### src/rtl/dm_responder.sv
// dm_responder: data-memory slave with programmable wait states, byte-enabled stores
// and a registered valid/ready response channel.
module dm_responder #(
    parameter int ADDR_W      = 6,
    parameter int DEPTH       = 32,
    parameter int WAIT_CYCLES = 2
) (
    input  logic              CLK,
    input  logic              RST,
    input  logic              ReqValid,
    output logic              ReqReady,
    input  logic              ReqWrite,
    input  logic [ADDR_W-1:0] ReqAddr,
    input  logic [31:0]       ReqWData,
    input  logic [3:0]        ReqByteEn,
    output logic              RspValid,
    input  logic              RspReady,
    output logic [31:0]       RspRData,
    output logic              RspErr,
    output logic              Busy
);
    localparam int IDX_W = DEPTH > 1 ? $clog2(DEPTH) : 1;
    localparam logic [3:0] WAIT_INIT = 4'(WAIT_CYCLES == 0 ? 0 : WAIT_CYCLES - 1);
    typedef enum logic [1:0] {IDLE, WAIT, ACCESS, RESP} state_t;
    state_t state, stateNext;
    logic [3:0] cnt;
    logic writeQ;
    logic [ADDR_W-1:0] addrQ;
    logic [31:0] wDataQ;
    logic [3:0] byteEnQ;
    logic [31:0] mem [DEPTH];
    logic inRange;
    logic [IDX_W-1:0] memIdx;
    // Widen by one bit so DEPTH == 2**ADDR_W compares correctly.
    assign inRange = {1'b0, addrQ} < (ADDR_W + 1)'(DEPTH);
    assign memIdx = addrQ[IDX_W-1:0];
    assign ReqReady = state == IDLE;
    assign Busy = state != IDLE;
    always_comb begin
        stateNext = state;
        case (state)
            IDLE:    if (ReqValid) stateNext = WAIT_CYCLES == 0 ? ACCESS : WAIT;
            WAIT:    if (cnt == 4'd0) stateNext = ACCESS;
            ACCESS:  stateNext = RESP;
            RESP:    if (RspReady) stateNext = IDLE;
            default: stateNext = IDLE;
        endcase
    end
    always_ff @(posedge CLK or negedge RST) begin
        if (!RST) begin
            state    <= IDLE;
            cnt      <= 4'd0;
            writeQ   <= 1'b0;
            addrQ    <= '0;
            wDataQ   <= 32'd0;
            byteEnQ  <= 4'd0;
            RspValid <= 1'b0;
            RspRData <= 32'd0;
            RspErr   <= 1'b0;
        end else begin
            state <= stateNext;
            if (state == IDLE && ReqValid) begin
                writeQ  <= ReqWrite;
                addrQ   <= ReqAddr;
                wDataQ  <= ReqWData;
                byteEnQ <= ReqByteEn;
                cnt     <= WAIT_INIT;
            end
            if (state == WAIT && cnt != 4'd0) cnt <= cnt - 4'd1;
            if (state == ACCESS) begin
                RspValid <= 1'b1;
                RspErr   <= !inRange;
                RspRData <= (inRange && !writeQ) ? mem[memIdx] : 32'd0;
            end
            if (state == RESP && RspReady) RspValid <= 1'b0;
        end
    end
    // The array is never reset; gating on RST drops a store whose ACCESS edge meets reset.
    always_ff @(posedge CLK) begin
        if (RST && state == ACCESS && writeQ && inRange)
            for (int i = 0; i < 4; i++)
                if (byteEnQ[i]) mem[memIdx][8*i +: 8] <= wDataQ[8*i +: 8];
    end
endmodule

### config.mk
export PLATFORM = sky130hd
export DESIGN_NAME = dm_responder
export DESIGN_NICKNAME = d
export VERILOG_FILES = /design/src/rtl/dm_responder.sv
export SDC_FILE = /design/constraint.sdc
export NUM_CORES = 1
export LEC_CHECK = 0
export BUFFER_PORTS_ARGS = -buffer_cell sky130_fd_sc_hd__buf_2
export CORE_UTILIZATION = 30
export DETAILED_ROUTE_END_ITERATION = 10
export PLACE_DENSITY = 0.45
export SYNTH_ARGS = -nofsm -noshare
export SYNTH_HDL_FRONTEND = slang
export SYNTH_SLANG_ARGS = --single-unit
### constraint.sdc
create_clock -name CLK -period 6.5 [get_ports CLK]
set_input_delay 1.3 -clock CLK [delete_from_list [all_inputs] [get_ports CLK]]
set_output_delay 1.3 -clock CLK [all_outputs]
set_load 0.03 [all_outputs]
==> impl_metrics.csv <==
group,metric,value,unit
run_status,run_status,"complete, no violations",
setup_path,cp-start-kind,"input pin",
placed_design,place.port_buffers,82,
drt,drt_drc_violations_left,0,
drt,finalWirelength,128000,um
drt,post_drt_wl_per_cell,28.52,um
setup_path,r2r_start,"state[0]$_DFFE_PN0P_",
setup_path,category_of_the_worst_setup_path_capture_point,"flop",
synthesis,dominantRegCellSynth,"sky130_fd_sc_hd__edfxtp_1",
cts,ctsRootBufferMaster,"sky130_fd_sc_hd__clkbuf_16",
min_path,timing.hold.worst_path_depth,1,
global_routing,grtUsageMet2,0.2888,
flow_run,max_cap_violations,0,
min_path,min-delay-path-class,"reg2reg",
sta,max_slew.worst_pin.slew,1.299,ns
cells_and_area,design.final.nets,2554,
setup_path,reg2reg_to,"mem[8][20]$_DFFE_PP_",
cells_and_area,layout_commonest_cell,"sky130_fd_sc_hd__edfxtp_1",
cts,tritoncts_clock_tree,"done",
placed_design,dp_hpwl,78520,um
placed_design,routabilityCongestion,0.8158,
global_routing,grt_antenna_before_repair,8,
cells_and_area,final_cell_count_no_fill,4488,
cts,cts.clk_slew.worst_paths,0.06,ns
synthesis,post-synth-top-area-cell,"sky130_fd_sc_hd__edfxtp_1",
cells_and_area,filler_cell_count,13247,
drt,detail-route-antenna-nets,0,
cts,holdBufCountCts,0,
floorplan,die_h,379.5,um
cts,clk_latency,0.72,ns
global_routing,grt_usage,0.1743,
drt,drt_iter0_drc,2137,
floorplan,core-area,141400,um^2
synthesis,ys_async_sr_fraction,0.07498,
floorplan,starting_density_of_the_core,0.3023,
synthesis,synth_seq_cells,1107,
synthesis,synth.yosys.warnings,0,
sta,worst_clock_skew,0.02141,ns
floorplan,rows,138,
drt,drt-vias-per-instance,5.009,
cts,post_cts_resize_count,0,
min_path,worst_hold_startpoint,"RspRData[13]$_DFFE_PN0N_",
floorplan,fp.dieArea,144000,um^2
drt,detailroute.via_count,22480,
setup_path,kind_of_critical_path,"in2reg",
cts,cts.htree.levels,3,
sta,setup_tns,0,ns
sta,finalWorstSetupSlack,2.511,ns
global_routing,grt_start_max_net_pins,161,
sta,hold_viol_final,0,
power,pwr_per_cell_area,461.0,nW/um^2
setup_path,timing.reg2reg.worst_path_depth,6,
synthesis,yosysSeqAreaShare,0.7678,
setup_path,worst-endpoint-arrival,4.33,ns
cts,cts_post_setup_buffers_inserted,0,
cts,cts-root-to-sink-buffers,3,
sta,fmax,250.7,MHz
synthesis,synth_edf_count,1024,
synthesis,syn_area_per_cell,17.61,um^2
cells_and_area,flow.area_growth_from_synthesis,14.40,%
sta,setup-violations-final,0,
global_routing,gr-max-usage-layer,"met2",
sta,drv_slew,0,
setup_path,worst-path-max-fanout,32,
min_path,timing.hold.worst_endpoint,"RspRData[13]$_DFFE_PN0N_",
placed_design,numPlacedInstances,4277,
sta,setup_repair_after_global_routing_missed_its_margin,"false",
global_routing,grt_pass1_vias,22842,
global_routing,global_route_wire_length_before_repair,177000,um
cells_and_area,layout-drive-gt1-share,0.1452,
cts,cts_buffers,113,
synthesis,syn-cell-area,42760,um^2
cts,clkSinkCount,1107,
global_routing,globalRouteMet1Util,0.2345,
cells_and_area,final_cell_mix,"1024 x sky130_fd_sc_hd__edfxtp_1, 512 x sky130_fd_sc_hd__mux2i_1, 256 x sky130_fd_sc_hd__o22ai_1",
placed_design,place_ws,1.768,ns
sta,max_transition_margin,0.1341,
floorplan,fp.dieW,379.5,um
sta,final.min_clock_period,3.989,ns
power,peakVddDrop,360.9,uV
synthesis,synth.lib_cells_used.distinct,36,
synthesis,synth_top_area_share,0.7192,
power,cellLeakagePower,16.66,nW
setup_path,reg2reg_slack,2.82,ns
floorplan,floorplan.io_pins,83,
synthesis,syn_inst_count,2428,
sta,final_min_period_over_clock_period,0.6136,
drt,first_pass_iters,6,
setup_path,worst_ep_required_time,6.84,ns
global_routing,gr_overflow_total,0,
synthesis,synth_area_leaders,"sky130_fd_sc_hd__edfxtp_1 72%, sky130_fd_sc_hd__mux2i_1 12%, sky130_fd_sc_hd__dfrtp_1 4.9%",
synthesis,synth_fp_nets,2480,
global_routing,grt_use_met3,0.03286,
## cells by family (layout without fill, tap and decap cells)
group                      after synthesis  after routing  synth area share
DFF                                   1107           1107            0.7678
muxes                                  556            556            0.1315
and+or+nand+nor                        302            302           0.03374
AOI/OAI and AO/OA                      300            300           0.04562
buffers and inverters                  157            325           0.01975
adders and majority gates                5              5          0.001463
xor gates and xnor gates                 1              1         0.0002049
other                                    0              2                 0
## critical path, stage by stage
cell and delay, ns:
sky130_fd_sc_hd__buf_4 0.48, sky130_fd_sc_hd__nand2_1 0.14, sky130_fd_sc_hd__nor3_1 0.70, sky130_fd_sc_hd__nand2_2 0.83, sky130_fd_sc_hd__nor2_1 0.81
## per-stage QoR
stage | area, um^2 | hold slack [ns] | utilization | power, mW
after CTS | 48910 | 0.5087 | 0.3458 | 22.75
after global routing | 48910 | 0.5343 | 0.3458 | 23.31
after global placement | 45050 | 0.4939 | 0.3186 | 16.07
after detailed placement | 45050 | 0.4950 | 0.3186 | 16.07
final | 48910 | 0.5083 | 0.3459 | 22.55
after floorplan | 42760 | 0.4793 | - | 13.31
## final cells by class
cell class | count | area (um^2) | area share
Sequential cell | 1107 | 32870 | 0.6720
Multi-Input combinational cell | 1164 | 9138 | 0.1868
Clock buffer | 144 | 3057 | 0.06249
Tap cell | 1890 | 2365 | 0.04835
Clock inverter | 65 | 798.3 | 0.01632
Timing Repair Buffer | 109 | 653.1 | 0.01335
Inverter | 7 | 26.28 | 0.0005372
Antenna cell | 2 | 5.005 | 0.0001023
## synth_stat cells (4+ instances only)
library cell,number
sky130_fd_sc_hd__edfxtp_1,1024
sky130_fd_sc_hd__a22o_1,32
sky130_fd_sc_hd__dfrtp_1,83
sky130_fd_sc_hd__ha_1,5
sky130_fd_sc_hd__o21ai_0,6
sky130_fd_sc_hd__buf_4,10
sky130_fd_sc_hd__or4b_1,4
sky130_fd_sc_hd__nand3_1,6
sky130_fd_sc_hd__nor4_1,64
sky130_fd_sc_hd__buf_6,13
sky130_fd_sc_hd__nor2_1,133
sky130_fd_sc_hd__o22ai_1,256
sky130_fd_sc_hd__nor3_1,4
sky130_fd_sc_hd__nand2_1,70
sky130_fd_sc_hd__buf_2,96
sky130_fd_sc_hd__mux2i_1,512
sky130_fd_sc_hd__nand4bb_1,6
sky130_fd_sc_hd__inv_1,6
sky130_fd_sc_hd__mux2_2,44
sky130_fd_sc_hd__clkbuf_1,31
## worst max path at each step
stage / startpoint / to / slack, ns / cells past startpoint
2_1_floorplan: RST / mem[4][0]$_DFFE_PP_ / 3.74 / 5
3_3_place_gp: RST / mem[2][12]$_DFFE_PP_ / 1.86 / 5
3_5_place_dp: RST / mem[16][16]$_DFFE_PP_ / 1.77 / 5
4_1_cts: RST / mem[8][20]$_DFFE_PP_ / 2.53 / 5
5_1_grt: RST / mem[9][20]$_DFFE_PP_ / 2.40 / 5
6_report: RST / mem[8][20]$_DFFE_PP_ / 2.51 / 5
## where the power goes
group          leakage, nW  internal, mW  switching [mW]
clock network         1.87          3.96            2.77
logic                 4.58          1.85            3.15
registers             10.2          9.08            1.74
total                 16.7          14.9            7.66
## layer usage
layer	vias up	wire length, um
li1	9823	-
met1	11696	55830
met4	6	3079
met3	184	7225
met5	-	41
met2	771	61820
## state kept, by name, indices dropped and copies added, names as in the netlist
name,flops
RspRData,32
RspErr,1
byteEnQ,4
addrQ,6
mem,1024
cnt,4
state,2
RspValid,1
writeQ,1
wDataQ,32
No activity file was read; power rests on OpenSTA's default activity.
